**src/rtl/fetch_unit.sv**
```systemverilog
// -----------------------------------------------------------------------------
// fetch_unit
//
// Instruction fetch front end. Keeps a single instruction-memory request in
// flight, buffers returned words in a 2-entry {pc, instruction} FIFO and
// presents the FIFO head to the datapath with a valid/ready handshake.
// A redirect flushes the FIFO and restarts fetch at a new word address; a
// request that is still outstanding at redirect time is drained and dropped.
//
// Parameters
//   RESET_PC       first fetch address after reset (word-aligned)
//
// Ports
//   clk            clock, all state updates on rising edge
//   rst            synchronous active-high reset
//   redirect       one-cycle pulse: flush and refetch from redirect_pc
//   redirect_pc    new fetch address (bits [1:0] ignored)
//   imem_req       registered memory request
//   imem_addr      registered, word-aligned request address
//   imem_ack       memory returns imem_rdata for the current request
//   imem_rdata     returned instruction word
//   inst_valid     FIFO head holds an instruction
//   inst_ready     datapath accepts the head this cycle
//   inst_out       head instruction word
//   inst_pc        head instruction address
//   inst_pc_plus4  head address + 4 (mod 2^32)
// -----------------------------------------------------------------------------
module fetch_unit #(
  parameter logic [31:0] RESET_PC = 32'h0000_0000
) (
  input  logic        clk,
  input  logic        rst,
  input  logic        redirect,
  input  logic [31:0] redirect_pc,
  output logic        imem_req,
  output logic [31:0] imem_addr,
  input  logic        imem_ack,
  input  logic [31:0] imem_rdata,
  output logic        inst_valid,
  input  logic        inst_ready,
  output logic [31:0] inst_out,
  output logic [31:0] inst_pc,
  output logic [31:0] inst_pc_plus4
);

  localparam logic [31:0] RESET_PC_W = RESET_PC & ~32'h3;

  typedef enum logic [1:0] {
    IDLE  = 2'd0,  // no request outstanding
    WAIT  = 2'd1,  // request outstanding, result will be kept
    DRAIN = 2'd2   // request outstanding, result will be discarded
  } state_e;

  state_e      state_q, state_d;
  logic [31:0] fetch_pc_q, fetch_pc_d;
  logic        req_q, req_d;
  logic [31:0] addr_q, addr_d;
  logic [1:0]  cnt_q, cnt_d;
  logic [31:0] pc0_q, pc0_d, inst0_q, inst0_d;   // FIFO head
  logic [31:0] pc1_q, pc1_d, inst1_q, inst1_d;   // FIFO second entry

  logic        head_valid;
  logic        pop;
  logic        push;
  logic [1:0]  cnt_after_pop;
  logic [31:0] redirect_pc_w;
  logic [31:0] addr_plus4;

  assign head_valid    = (cnt_q != 2'd0);
  assign pop           = head_valid && inst_ready;
  assign cnt_after_pop = cnt_q - {1'b0, pop};
  assign redirect_pc_w = redirect_pc & ~32'h3;
  assign addr_plus4    = addr_q + 32'd4;

  // ---------------------------------------------------------------------------
  // Request FSM
  // ---------------------------------------------------------------------------
  always_comb begin
    state_d    = state_q;
    fetch_pc_d = fetch_pc_q;
    req_d      = req_q;
    addr_d     = addr_q;
    push       = 1'b0;

    unique case (state_q)
      IDLE: begin
        if (!redirect && (cnt_after_pop < 2'd2)) begin
          state_d = WAIT;
          req_d   = 1'b1;
          addr_d  = fetch_pc_q;
        end
      end

      WAIT: begin
        if (redirect) begin
          if (imem_ack) begin
            state_d = IDLE;
            req_d   = 1'b0;
          end else begin
            state_d = DRAIN;
          end
        end else if (imem_ack) begin
          push       = 1'b1;
          fetch_pc_d = addr_plus4;
          // Room remains after this push only if the FIFO is empty once the
          // concurrent pop is taken into account.
          if (cnt_after_pop == 2'd0) begin
            addr_d = addr_plus4;
          end else begin
            state_d = IDLE;
            req_d   = 1'b0;
          end
        end
      end

      DRAIN: begin
        if (imem_ack) begin
          state_d = IDLE;
          req_d   = 1'b0;
        end
      end

      default: begin
        state_d = IDLE;
        req_d   = 1'b0;
      end
    endcase

    // Latest redirect target wins, whatever state we are in.
    if (redirect) begin
      fetch_pc_d = redirect_pc_w;
    end
  end

  // ---------------------------------------------------------------------------
  // 2-entry FIFO, head always in entry 0
  // ---------------------------------------------------------------------------
  always_comb begin
    cnt_d   = cnt_q;
    pc0_d   = pc0_q;
    inst0_d = inst0_q;
    pc1_d   = pc1_q;
    inst1_d = inst1_q;

    if (redirect) begin
      cnt_d = 2'd0;
    end else begin
      unique case ({push, pop})
        2'b10: begin
          cnt_d = cnt_q + 2'd1;
          if (cnt_q == 2'd0) begin
            pc0_d   = addr_q;
            inst0_d = imem_rdata;
          end else begin
            pc1_d   = addr_q;
            inst1_d = imem_rdata;
          end
        end
        2'b01: begin
          cnt_d   = cnt_q - 2'd1;
          pc0_d   = pc1_q;
          inst0_d = inst1_q;
        end
        2'b11: begin
          // Count unchanged; new word lands behind whatever remains.
          if (cnt_q == 2'd1) begin
            pc0_d   = addr_q;
            inst0_d = imem_rdata;
          end else begin
            pc0_d   = pc1_q;
            inst0_d = inst1_q;
            pc1_d   = addr_q;
            inst1_d = imem_rdata;
          end
        end
        default: ;
      endcase
    end
  end

  // ---------------------------------------------------------------------------
  // State registers
  // ---------------------------------------------------------------------------
  always_ff @(posedge clk) begin
    if (rst) begin
      state_q    <= IDLE;
      fetch_pc_q <= RESET_PC_W;
      req_q      <= 1'b0;
      addr_q     <= RESET_PC_W;
      cnt_q      <= 2'd0;
      pc0_q      <= '0;
      inst0_q    <= '0;
      pc1_q      <= '0;
      inst1_q    <= '0;
    end else begin
      state_q    <= state_d;
      fetch_pc_q <= fetch_pc_d;
      req_q      <= req_d;
      addr_q     <= addr_d;
      cnt_q      <= cnt_d;
      pc0_q      <= pc0_d;
      inst0_q    <= inst0_d;
      pc1_q      <= pc1_d;
      inst1_q    <= inst1_d;
    end
  end

  // ---------------------------------------------------------------------------
  // Outputs: head fields read as zero while empty or held in reset
  // ---------------------------------------------------------------------------
  assign imem_req      = req_q;
  assign imem_addr     = addr_q;
  assign inst_valid    = head_valid && !rst;
  assign inst_out      = inst_valid ? inst0_q : '0;
  assign inst_pc       = inst_valid ? pc0_q : '0;
  assign inst_pc_plus4 = inst_valid ? (pc0_q + 32'd4) : '0;

endmodule

```
**config.mk**
```make
export PLATFORM = sky130hd
export DESIGN_NAME = fetch_unit
export DESIGN_NICKNAME = d
export VERILOG_FILES = /design/src/rtl/fetch_unit.sv
export SDC_FILE = /design/constraint.sdc
export NUM_CORES = 1
export LEC_CHECK = 0
export BUFFER_PORTS_ARGS = -buffer_cell sky130_fd_sc_hd__buf_4
export CAP_MARGIN = 0
export CELL_PAD_IN_SITES_DETAIL_PLACEMENT = 1
export CELL_PAD_IN_SITES_GLOBAL_PLACEMENT = 2
export CORE_MARGIN = 5
export CORE_UTILIZATION = 30
export CTS_BUF_LIST = sky130_fd_sc_hd__clkbuf_4
export CTS_CLUSTER_DIAMETER = 200
export DETAILED_ROUTE_END_ITERATION = 16
export PLACE_DENSITY = 0.81
export SLEW_MARGIN = 10
export SYNTH_ARGS = -nofsm -noshare
export SYNTH_HDL_FRONTEND = slang
export SYNTH_SLANG_ARGS = --single-unit
```
**constraint.sdc**
```tcl
create_clock -name clk -period 3.55 [get_ports clk]
set_input_delay 0.355 -clock clk [delete_from_list [all_inputs] [get_ports clk]]
set_output_delay 0.355 -clock clk [all_outputs]
set_load 0.02 [all_outputs]
```
**Word level (Yosys, flattened, before mapping)**

Index checks and enable logic that the tools add are counted.

- Add/sub/neg operators: 5
- $lt $le $gt $ge: 1
- Equality and inequality tests: 16
- Multiplexer cells: 40
- Bitwise operators: 1
- Reduce and logical (&&, ||, !) cells: 23

Operator list:

| operator | count |
|---|---|
| $mux 32 | 18 |
| $pmux 32 s2 | 3 |
| $pmux 32 s3 | 2 |
| $add 32x3->32 const B | 2 |
| $ne 2x2->1 const B | 8 |
| $mux 2 | 6 |
| $reduce_bool 2->1 | 6 |
| $mux 1 | 8 |
| $reduce_and 4->1 | 2 |
| $eq 2x1->1 const B | 3 |
| $eq 2x2->1 const B | 3 |
| $logic_not 2->1 | 3 |
| $ne 3x3->1 const B | 2 |
| $pmux 2 s3 | 1 |
| $reduce_and 3->1 | 2 |
| $reduce_and 5->1 | 1 |
| $pmux 2 s2 | 1 |
| $reduce_and 2->1 | 2 |
| $logic_and 1x1->1 | 3 |
| $pmux 1 s3 | 1 |
| $reduce_bool 3->1 | 1 |
| $add 2x1->2 const B | 1 |
| $logic_not 1->1 | 2 |
| $lt 2x2->1 const B | 1 |
| 4 further kinds | 4 |

- Bits in registers: 197
- Input port bits: 69
- Output and inout port bits: 130
- Word-level logic and storage cells: 96

**Depth between registers and ports, before layout**

Gate-level depths: netlist of the first run.

- Word-level depth: 8
- Depth in mapped cells: 12
- Mapped depth without buffers: 10

**Worst setup path before layout of the first run**

OpenSTA, ideal clock, no wires.

- Path kind: register -> register
- Start: register cnt_q[1]
- End: register addr_q[28] (netlist: imem_addr[28])
- Library setup time: 0.121 ns
- Data arrival time: 2.417 ns
- Data required time: 3.429 ns
- Path slack: 1.012 ns
- Stages on the path, launching flop included: 13
- Path buffers: 2
- Period minus slack after synthesis: 2.538 ns
- Cell sequence: dfxtp_1 > inv_1 > ha_1 > nand2b_1 > inv_1 > ha_1 > and3_1 > o221ai_1 > clkbuf_1 > buf_2 > nor4_1 > mux2i_1 > nand3_1

- Word-level cells in the longest chain between the ends: 7
- Elaborated cells on any way between the ends: 9
- Classes of those cells: add/sub: 1; order compare: 1; eq/ne: 2; reduce/logical: 5

Ends and longest elaborated chain:

| element | RTL line | source |
|---|---|---|
| start, declared | 58 | `logic [1:0] cnt_q, cnt_d;` |
| start signal, assigned | 200 | `cnt_q <= cnt_d;` |
| $reduce_bool 2->1 | 69 | `assign head_valid = (cnt_q != 2'd0);` |
| $logic_and 1x1->1 | 70 | `assign pop = head_valid && inst_ready;` |
| $sub 2x1->2 * | 71 | `assign cnt_after_pop = cnt_q - {1'b0, pop};` |
| $lt 2x2->1 | 87 | `if (!redirect && (cnt_after_pop < 2'd2)) begin` |
| $logic_and 1x1->1 | 87 |  |
| $ne 2x2->1 (no source line) | n/a |  |
| $reduce_and 5->1 (no source line) * | n/a |  |
| end signal, assigned | 199 | `addr_q <= addr_d;` |
| end, declared | 57 | `logic [31:0] addr_q, addr_d;` |

Every way passes the cells marked *; elsewhere a longest branch is shown, timed or not.
A chain may end at the register's enable or synchronous reset.

**Worst setup path in the final report of the first run**

- Start: register pc0_q[2]
- End: output port inst_pc_plus4[18]

- Word-level cells in the longest chain between the ends: 2

Ends and longest elaborated chain:

| element | RTL line | source |
|---|---|---|
| start, declared | 59 | `logic [31:0] pc0_q, pc0_d, inst0_q, inst0_d;` |
| start signal, assigned | 201 | `pc0_q <= pc0_d;` |
| $add 32x3->32 | 216 | `assign inst_pc_plus4 = inst_valid ? (pc0_q + 32'd4) : '0;` |
| $mux 32 | 216 |  |
| end, declared | 43 | `output logic [31:0] inst_pc_plus4` |

No other way between the ends.

==> results of run 1 <==
critical path: stages, from the launching register on:
cell and delay [ns]:
dfxtp_1 0.48, ha_1 0.22, and3_1 0.31, nand4_1 0.43, or3_1 0.49, a21oi_1 0.19, buf_4 0.17
worst min path at each step:
| stage | from | end | slack [ns] | cells past startpoint |
|---|---|---|---|---|
| final | redirect_pc[23] | fetch_pc_q[23]$_SDFFE_PP0P_ | 0.06 | 3 |
| after global routing | redirect_pc[25] | fetch_pc_q[25]$_SDFFE_PP0P_ | 0.01 | 3 |
| after CTS | redirect_pc[23] | fetch_pc_q[23]$_SDFFE_PP0P_ | 0.003 | 3 |
| after detailed placement | inst1_q[2]$_SDFFE_PP0P_ | inst1_q[2]$_SDFFE_PP0P_ | 0.45 | 2 |
| after global placement | inst1_q[16]$_SDFFE_PP0P_ | inst1_q[16]$_SDFFE_PP0P_ | 0.44 | 2 |
| after floorplan | imem_ack | state_q[1]$_SDFFE_PP0P_ | 0.43 | 1 |
layer usage:
layer  wire length [um]  up-vias  global-route usage [%]  share of wire [%]
met1              17800     4963                    27.0                 49
met3               1480       25                    3.29                4.1
li1                   -     4993                       -                  -
met2              16500      222                    29.3                 46
met5                  0        -                       0                  0
met4                421        0                    3.80                1.2
per-stage QoR:
| step | instance area [um^2] | util (%) | power (W) |
|---|---|---|---|
| 6_report | 12800 | 38.4 | 0.00428 |
| 5_1_grt | 12800 | 38.4 | 0.00448 |
| 4_1_cts | 12800 | 38.4 | 0.00432 |
| 3_5_place_dp | 12000 | 35.9 | 0.00305 |
| 3_3_place_gp | 12000 | 35.9 | 0.00304 |
| 2_1_floorplan | 10100 | - | 0.00278 |
flip-flops by register name, indices dropped and copies added (netlist names):
signal / flops
fetch_pc_q: 32
imem_addr: 32
inst0_q: 32
inst1_q: 32
pc0_q: 32
pc1_q: 32
cnt_q: 2
state_q: 2
imem_req: 1
area by class of cell:
type	count	area (um^2)	share of cell area, %
antenna	2	5.00	0.0390
inverter	21	78.8	0.614
clock inverter	14	143	1.11
timing repair buffer	291	2380	18.5
sequential	197	3940	30.7
tap	448	561	4.37
clock buffer	17	128	0.995
multi-input combinational	969	5590	43.6
cell usage after synthesis, drive strengths merged, types with 28 or more instances:
cell type	count	area share [%]
and2	66	4.1
buf	28	1.3
a211oi	70	5.2
nor2	144	5.3
a22oi	66	4.9
xnor2	31	2.7
nand3	38	1.9
dfxtp	197	39
a21oi	110	5.4
nand2	194	7.2
clkbuf	102	3.8
power by group through the flow:
stage	sequential, W	combinational [W]	clock [W]
4_1_cts	0.00239	0.000665	0.00127
5_1_grt	0.00241	0.000725	0.00135
3_3_place_gp	0.00244	0.000600	0
3_5_place_dp	0.00244	0.000612	0
2_1_floorplan	0.00241	0.000372	0
6_report	0.00240	0.000664	0.00122
kinds of logic after synthesis:
kind of cell	share of synthesized area [%]
XOR/XNOR	4.24
AND/OR/NAND/NOR	25.8
AO/OA/AOI/OAI	22.9
buffers and inverters	5.93
adder cells (fa/ha/maj)	1.11
flip-flops	39.0
multiplexers	1.03
==> results.md, run 1 <==
* Post-DRT Antenna Nets at 0
* Mapped Area at 10100 um^2
* Max Clk Rate at 309 MHz
* Initial antenna violation count at 1
* Root Driver: clkbuf_4
* Setup WS pre-CTS at 0.527 ns
* Period minus WS final at 3.23 ns
* Peak fanout along the critical path at 10
* Die height at 194 um
* Worst Setup End Kind: primary output
* Max Clock Skew at 0.0408 ns
* Period utilisation layout at 91.1%
* Yosys synthesis warning count at 0
* First-pass GRT wire length at 57800 um
* Core area at 33400 um^2
* Vias in the first global route at 10100
* Arr. time, crit path at 2.88 ns
* Layout cells sized above 1 at 19.3%
* Slew HR at 27.4%
* DRC at 0
* Number of buffers added on ports at 196
* R2R cell count at 11
* Layout Nets at 1575
* Top FF cell, synth: dfxtp_1
* Number of hold buffers added after cts at 56
* Post-CTS Setup Bufs at 0
* Clock share of power at 28.5%
* Combinational share of power at 15.5%
* HPWL after DPL at 24800 um
* Crit path to: inst_pc_plus4[18]
* CTS clk-pin slew, worst paths at 0.18 ns
* Cell Rows at 67
* Setup_tns at 0 ns
* I/O pin total at 199
* Peak VDD IR at 161 uV
* Vias per cell at 5.21
* Final non-filler cell total at 1959
* Total track usage at 18.7%
* Worst-Margin Slew at 1.09 ns
* Die W at 194 um
* DRT Wirelength at 36200 um
* EDFF count, synth at 0
* Final Hold Vio Count at 0
* Via count at 10200
* Syn_area_per_cell at 7.68 um^2
* Routability cong. at 0.809
* Crit path launch: pc0_q[2]$_SDFFE_PP0P_
* Full die area at 37500 um^2
* Clock sinks at 197
* Switching portion of total power at 31.2%
* CTS tree: yes
* Syn Nets at 1395
* Leakage at 4.58 nW
* Seq pwr share at 56.0%
* Commonest non-fill, non-tap cell in the layout: buf_4
* Worst reg-to-reg setup slack at 0.48 ns
* Seq/Total Area, Yosys at 39.0%
* Status: complete, no violations
* H-Tree Depth at 4
* Endpoints failing setup at 0
* Most frequent cells in the layout: buf_4, dfxtp_1, nand2_1
* Hold slack final at 0.0637 ns
* Final Max Slew Viols at 0
* Synth unique cells at 66
* Area Overhead vs Synth at 26.9%
* Fillers at 4108
* Switching power at 0.00133 W
* Total gr overflow at 0
* Max Cap Violations at 0
* Initial Utilization at 30.3%
* Critical path startpoint category: flop
* 1st-pass router iterations at 5
* Pwr dens at 334 nW/um^2
* Setup ws final at 0.317 ns
* Crit path required time at 3.19 ns
* Clk_lat worst skew at 0.62 ns
* Mapped Cells at 1317
* DR WL/cell at 18.5 um
* Largest net degree at the start of global routing at 129
* Inserted Clock Buffers at 17
* Placed cell count at 1870
* Maximum root-to-sink buffer count at 2
* Internal power at 0.00295 W
* RSZ-0062 raised after global routing: false
* DRT iter0 DRCs at 551
* R2R Path End: imem_addr[22]$_SDFFE_PP0P_
* FF+latch count, synth at 197
* Crit path kind: flop to primary output
* Worst hold path type: input pin to flop
* Post-synth ARST share at 0%
* Resize count post-CTS at 0
* R2r startpoint: cnt_q[1]$_SDFFE_PP0P_
Power figures use the tool's default switching activity.
==> run 2: changes to the inputs <==
Settings changed: ABC_AREA set to 1, PLACE_DENSITY 0.81 to 0.85.
==> run 2 against run 1 <==
Effect of this change:
- first-iteration DRC count shrank 3.1%
- via count grew 9.9%
- wire length grew 6.1%
- largest cell class unchanged
- critical endpoint is now inst_pc_plus4[28]
- sequential power grew 4%
- die area grew 5.5%
- clock-buffer cell count is the same
- core utilization shrank 1.2 points
==> results.md, run 2 <==
* Status: complete, no violations
* First-pass GRT wire length at 61100 um (+5.8%)
* Top cell by count, worst path: buf_4
* Routability cong. at 0.812 (+0.36%)
* Endpoints failing setup at 0 (unchanged)
* Placed cell count at 2239 (+20%)
* Final Hold Vio Count at 0 (unchanged)
* Initial antenna violation count at 2 (+1)
* Post-synth ARST share at 0% (unchanged)
* Number of buffers added on ports at 196 (unchanged)
* Crit path kind: flop to primary output
* Crit path required time at 3.19 ns (about the same)
* R2r startpoint: cnt_q[1]$_SDFFE_PP0P_
* Worst Setup End Kind: primary output
* Most frequent cells in the layout: nand2_1, inv_1, a21oi_1
* Met2 usage at 32.0% (+2.8 points)
* Worst Min Path Start: redirect_pc[20]
* Root Driver: clkbuf_4
* CTS tree: yes
* Slew HR at 28.2% (+0.86 points)
* Routing usage on met3 at 3.13% (-0.15 points)
* Die W at 199 um (+2.7%)
* Switching portion of total power at 33.7% (+2.5 points)
* R2R cell count at 11 (unchanged)
* Maximum root-to-sink buffer count at 2 (unchanged)
* Pwr dens at 371 nW/um^2 (+11%)
* Vias in the first global route at 11300 (+12%)
* CP max stage cell: inv_4
* I/O pin total at 199 (unchanged)
* Max Clock Skew at 0.0381 ns (-0.00271 ns)
* 1st-pass router iterations at 5 (unchanged)
* Mapped Area at 10700 um^2 (+5.8%)
* Post-DRT Antenna Nets at 0 (unchanged)
* GR peak layer: met2
* CP Cell Sequence: inv_1 -> ha_1 -> nor2_1 -> buf_4 -> inv_4 -> buf_4 -> nor2_1 -> buf_4
* Share of the synthesized area in the top cell type at 36.9% (-2.1 points)
* HPWL after DPL at 27000 um (+9.0%)
* RSZ-0062 raised after global routing: false
* Final non-filler cell total at 2319 (+18%)
* Critical path startpoint category: flop
* Hold path endpoint: fetch_pc_q[20]$_SDFFE_PP0P_
* Max Clk Rate at 330 MHz (+6.6%)
* GR Util met1 at 26.6% (-0.45 points)
* Area contributors post-synth: dfxtp_1, a21oi_1, nand2_1
* Arr. time, crit path at 2.68 ns (-0.20 ns)
* Fillers at 4633 (+13%)
* Top FF cell, synth: dfxtp_1
* Worst reg-to-reg setup slack at 0.85 ns (+0.37 ns)
* DRC at 0 (unchanged)
* WHS Path Cells at 5 (+2)
* Combinational share of power at 21.0% (+5.5 points)
* Die height at 199 um (+2.7%)
* Synth unique cells at 33 (-50%)
* DR WL/cell at 16.6 um (-10%)
* Clk_lat worst skew at 0.63 ns (about the same)
* Final Max Slew Viols at 0 (unchanged)
* Leakage at 5.82 nW (+27%)
* Worst-Margin Slew at 1.08 ns (-0.0129 ns)
* Most frequent cell after synthesis: nand2_1
* Commonest cells in the netlist: nand2_1, inv_1, a21oi_1
* CTS clk-pin slew, worst paths at 0.15 ns (-0.03 ns)
* Clock share of power at 27.9% (-0.6 points)
* Clock sinks at 197 (unchanged)
* Total gr overflow at 0 (unchanged)
* Largest net degree at the start of global routing at 129 (unchanged)
* FF+latch count, synth at 197 (unchanged)
* DRT Wirelength at 38500 um (+6.1%)
* Via count at 11200 (+9.9%)
* Commonest non-fill, non-tap cell in the layout: nand2_1
* DRT iter0 DRCs at 534 (-3.1%)
* Seq/Total Area, Yosys at 36.9% (-2.1 points)
* CP peak stage delay at 0.51 ns (+0.02 ns)
* Max Cap Violations at 0 (unchanged)
* Switching power at 0.00165 W (+24%)
* R2R Path End: inst0_q[27]$_SDFFE_PP0P_
* Worst hold path type: input pin to flop
* Period minus WS final at 3.03 ns (-0.201 ns)
* Syn_area_per_cell at 6.41 um^2 (-17%)
* Full die area at 39500 um^2 (+5.5%)
* Syn Nets at 1748 (+25%)
* Initial Utilization at 30.2% (-0.082 points)
* Area Overhead vs Synth at 23.2%
* Cell Rows at 69 (+3.0%)
* Peak fanout along the critical path at 61 (+51)
* Yosys synthesis warning count at 0 (unchanged)
* H-Tree Depth at 4 (unchanged)
* Setup_tns at 0 ns (unchanged)
* Mapped Cells at 1670 (+27%)
* Hold slack final at 0.0654 ns (+0.00173 ns)
* Total track usage at 19.2% (+0.58 points)
* Layout cells sized above 1 at 14.9% (-4.3 points)
* Period utilisation layout at 85.4% (-5.7 points)
* Internal power at 0.00324 W (+10%)
* Inserted Clock Buffers at 17 (unchanged)
* EDFF count, synth at 0 (unchanged)
* Core area at 35400 um^2 (+6.1%)
* Cell taking the most area after synthesis: dfxtp_1
* Seq pwr share at 51.1% (-4.9 points)
* Vias per cell at 4.84 (-7.1%)
* Total area of sequential cells at 3940 um^2 (unchanged)
* Layout Nets at 1918 (+22%)
* Area occupied by multi-input gates at 5310 um^2 (-5.1%)
* Peak VDD IR at 231 uV (+44%)
## run 2: changes by cell type after synthesis, sizes merged, moves of 65 or more
cell	previous run	this run
a211oi	70	0
inv	21	260
a22oi	66	1
a21oi	110	225
and2	66	0
nand3	38	108
nand2	194	295
o21ai	24	244
## run 2: logic make-up after synthesis
family,Yosys count,synth area share (%)
buffers and inverters,362,13.8
adder cells (fa/ha/maj),9,1.05
AO/OA/AOI/OAI,478,22.6
XOR/XNOR,24,1.96
AND/OR/NAND/NOR,600,23.7
flip-flops,197,36.9
## run 2: through the flow
| step | total power [W] | setup WS [ns] | instance area (um^2) | utilization [%] |
|---|---|---|---|---|
| after global routing | 0.00517 | 0.224 | 13200 | 37.2 |
| after global placement | 0.00352 | 0.800 | 12400 | 35.1 |
| after detailed placement | 0.00354 | 0.759 | 12400 | 35.1 |
| after CTS | 0.00497 | 0.0231 | 13200 | 37.2 |
| final | 0.00489 | 0.518 | 13200 | 37.2 |
| after floorplan | 0.00311 | 1.23 | 10700 | - |
## run 2: how the worst max path moves through the flow
stage	endpoint	slack [ns]	start	depth (start not counted)
after floorplan	inst1_q[10]$_SDFFE_PP0P_	1.23	cnt_q[0]$_SDFFE_PP0P_	14
after global placement	inst_pc_plus4[28]	0.80	cnt_q[1]$_SDFFE_PP0P_	8
after detailed placement	inst_out[22]	0.76	cnt_q[1]$_SDFFE_PP0P_	8
after CTS	inst_out[22]	0.02	cnt_q[1]$_SDFFE_PP0P_	8
after global routing	inst_pc_plus4[28]	0.22	cnt_q[1]$_SDFFE_PP0P_	8
final	inst_pc_plus4[28]	0.52	cnt_q[1]$_SDFFE_PP0P_	8
## run 2: power by group through the flow
| stage | combinational [W] | clock [W] | sequential, W |
|---|---|---|---|
| floorplan | 0.000552 | 0 | 0.00256 |
| global placement | 0.000977 | 0 | 0.00254 |
| detailed placement | 0.000995 | 0 | 0.00255 |
| CTS | 0.00104 | 0.00143 | 0.00250 |
| global route | 0.00114 | 0.00151 | 0.00252 |
| finish | 0.00103 | 0.00137 | 0.00250 |
## run 2: metal layers
metal  part of all wire, %  vias to the layer above
li1                      -                     5667
met1                    49                     5351
met2                    47                      178
met3                   3.5                       22
met4                  0.96                        0
met5                     0                        -
## run 2: critical path: cells and delay by family (launching register included)
family	cells	cell delay (ns)
buffers and inverters	5	1.35
flip-flops	1	0.34
adder cells (fa/ha/maj)	1	0.23
AND/OR/NAND/NOR	2	0.14
## run 2: area by class of cell
class / count / area share [%]
inverter: 260 / 7.46
clock buffer: 17 / 0.968
tap: 461 / 4.38
timing repair buffer: 253 / 15.5
multi-input combinational: 1111 / 40.3
sequential: 197 / 29.9
antenna: 5 / 0.0949
clock inverter: 15 / 1.41
## run 2: timing repair
item	in CTS	in global routing
endpoints found under the hold margin	43	0
resized for setup	0	2
buffers inserted	0	0
hold buffers	43	0
endpoints found under the setup margin	0	25
==> run 3: changes to the inputs <==
Settings changed: CORE_UTILIZATION 30 to 31, PLACE_DENSITY 0.85 to 0.87.
==> run 3 against run 2 <==
Effect of this change:
- clock-buffer cell count up 2
- clock skew down 0.010 ns
- fmax down 0.55%
- via count down 1.1%
- die area down 3.1%
- power down 3.7%
- wire length down 1.2%
- combinational power about the same
- global-route usage up 0.24 points
- worst hold slack worse by 0.0037 ns
- first-iteration DRC count up 0.37%
- core utilization up 0.81 points
==> results.md, run 3 (synthesized netlist as in run 2, its figures left out) <==
* Crit path kind: flop to primary output
* Area Overhead vs Synth at 22.0%
* RSZ-0062 raised after global routing: false
* Clock share of power at 25.4% (-2.5 points)
* WHS Path Cells at 5 (unchanged)
* Clock sinks at 197 (unchanged)
* Post-DRT Antenna Nets at 0 (unchanged)
* First-pass GRT wire length at 61300 um (+0.38%)
* Setup ws final at 0.501 ns (-0.0168 ns)
* Setup WS pre-CTS at 0.746 ns (-0.0128 ns)
* Internal power at 0.00306 W (-5.7%)
* Slew HR at 53.2% (+25 points)
* DRT Wirelength at 38000 um (-1.2%)
* Peak VDD IR at 194 uV (-16%)
* Pwr dens at 361 nW/um^2 (-2.7%)
* CP peak stage delay at 0.37 ns (-0.14 ns)
* Period minus WS final at 3.05 ns (+0.0168 ns)
* R2R cell count at 13 (+2)
* R2r startpoint: cnt_q[1]$_SDFFE_PP0P_
* Worst hold path type: input pin to flop
* Layout Nets at 1911 (-0.36%)
* CTS clk-pin slew, worst paths at 0.17 ns (+0.02 ns)
* 1st-pass router iterations at 4 (-1)
* Switching portion of total power at 35.1% (+1.4 points)
* Maximum root-to-sink buffer count at 2 (unchanged)
* Max Cap Violations at 0 (unchanged)
* Hold path endpoint: fetch_pc_q[20]$_SDFFE_PP0P_
* Total gr overflow at 0 (unchanged)
* Status: complete, no violations
* HPWL after DPL at 27300 um (+1.2%)
* DRC at 0 (unchanged)
* Core area at 34300 um^2 (-3.1%)
* Resize count post-CTS at 0 (unchanged)
* Worst-Margin Slew at 0.700 ns (-0.376 ns)
* R2R Path End: pc1_q[21]$_SDFFE_PP0P_
* Vias per cell at 4.82 (-0.40%)
* CP max stage cell: dfxtp_1
* H-Tree Depth at 4 (unchanged)
* DR WL/cell at 16.5 um (-0.47%)
* Number of buffers added on ports at 196 (unchanged)
* Worst reg-to-reg setup slack at 0.80 ns (-0.05 ns)
* Cell Rows at 68 (-1.4%)
* Setup_tns at 0 ns (unchanged)
* Commonest non-fill, non-tap cell in the layout: nand2_1
* Via count at 11100 (-1.1%)
* Crit path required time at 3.19 ns (about the same)
* CTS tree: yes
* DRT iter0 DRCs at 536 (+0.37%)
* Switching power at 0.00165 W (+0.19%)
* Largest net degree at the start of global routing at 129 (unchanged)
* Leakage at 5.76 nW (-0.99%)
* Seq pwr share at 53.0% (+1.9 points)
* Peak fanout along the critical path at 63 (+3.3%)
* Worst Setup End Kind: primary output
* Die height at 196 um (-1.5%)
* Routability cong. at 0.855 (+5.4%)
* Max Clk Rate at 328 MHz (-0.55%)
* Max Clock Skew at 0.0280 ns (-0.0101 ns)
* Combinational share of power at 21.6% (+0.6 points)
* Initial antenna violation count at 1 (-1)
* Clk_lat worst skew at 0.59 ns (-0.04 ns)
* Initial Utilization at 31.2% (+0.98 points)
* Worst Min Path Start: redirect_pc[20]
* Endpoints failing setup at 0 (unchanged)
* Total track usage at 19.5% (+0.24 points)
* Full die area at 38300 um^2 (-3.1%)
* CP Cell Sequence: inv_1 -> ha_1 -> nor2_1 -> inv_2 -> buf_12 -> nor2_1 -> a21oi_1 -> a21oi_1 -> buf_4
* Inserted Clock Buffers at 17 (unchanged)
* Die W at 196 um (-1.5%)
* Period utilisation layout at 85.9% (+0.47 points)
* Most frequent cells in the layout: nand2_1, inv_1, a21oi_1
* Arr. time, crit path at 2.69 ns (about the same)
* Layout cells sized above 1 at 15.2% (+0.22 points)
* Final Max Slew Viols at 0 (unchanged)
* Final Hold Vio Count at 0 (unchanged)
* Post-CTS Setup Bufs at 0 (unchanged)
* Vias in the first global route at 11300 (-0.56%)
* I/O pin total at 199 (unchanged)
* Critical path startpoint category: flop
* Root Driver: clkbuf_4
==> run 3: cell count changes in the layout (fill, tap and decap cells not counted), sizes merged, moves of 3 or more <==
cell / before / now
dlygate4sd3: 43 / 34
inv: 259 / 264
diode: 5 / 1
clkinv: 11 / 5
bufinv: 4 / 1
==> run 3: critical path: cells and delay by family, from the launching register on <==
family	cells	cell delay, ns
AND/OR/NAND/NOR	2	0.46
buffers and inverters	4	0.81
flip-flops	1	0.37
adder cells (fa/ha/maj)	1	0.23
AO/OA/AOI/OAI	2	0.21
==> run 3: stage by stage <==
stage | power (W) | cell area, um^2 | utilization, % | std cells | hold WS (ns)
2_1_floorplan | 0.00311 | 10700 | - | 1670 | 0.437
3_3_place_gp | 0.00351 | 12400 | 36.3 | 2235 | 0.454
3_5_place_dp | 0.00354 | 12400 | 36.3 | 2235 | 0.461
4_1_cts | 0.00478 | 13000 | 38.0 | 2301 | 0.00441
5_1_grt | 0.00500 | 13000 | 38.0 | 2302 | 0.0221
6_report | 0.00471 | 13000 | 38.0 | 2302 | 0.0616
==> run 3: worst max path at each step <==
stage                                     start                       end  slack, ns
after floorplan           cnt_q[0]$_SDFFE_PP0P_  inst1_q[10]$_SDFFE_PP0P_       1.23
after global placement    cnt_q[1]$_SDFFE_PP0P_    pc0_q[15]$_SDFFE_PP0P_       0.82
after detailed placement               redirect    pc0_q[25]$_SDFFE_PP0P_       0.75
after CTS                 cnt_q[1]$_SDFFE_PP0P_         inst_pc_plus4[10]       0.39
after global routing      cnt_q[1]$_SDFFE_PP0P_          inst_pc_plus4[8]       0.25
final                     cnt_q[1]$_SDFFE_PP0P_         inst_pc_plus4[10]       0.50
==> run 3: power by group through the flow <==
stage	sequential, W	clock, W	combinational, W
detailed placement	0.00254	0	0.000992
finish	0.00250	0.00120	0.00102
CTS	0.00250	0.00125	0.00103
global placement	0.00254	0	0.000969
global route	0.00252	0.00134	0.00113
floorplan	0.00256	0	0.000552
==> run 3: repair_timing <==
item / CTS / global route
hold endpoints to repair: 34 / 0
hold buffers: 34 / 0
setup endpoints to repair: 0 / 0
==> run 3: cell type report <==
cell class | count | area (um^2)
Antenna cell | 1 | 2.50
Inverter | 260 | 980
Fill cell | 4506 | 21200
Multi-Input combinational cell | 1111 | 5310
Timing Repair Buffer | 246 | 1980
Clock buffer | 19 | 143
Clock inverter | 13 | 119
Tap cell | 455 | 569
Sequential cell | 197 | 3940
==> run 3: routing by layer <==
| layer | global-route usage, % | up-vias | wire, um |
|---|---|---|---|
| li1 | - | 5651 | - |
| met1 | 27.1 | 5260 | 18800 |
| met2 | 32.5 | 160 | 17700 |
| met3 | 2.97 | 20 | 1180 |
| met4 | 3.28 | 0 | 301 |
| met5 | 0 | - | 0 |
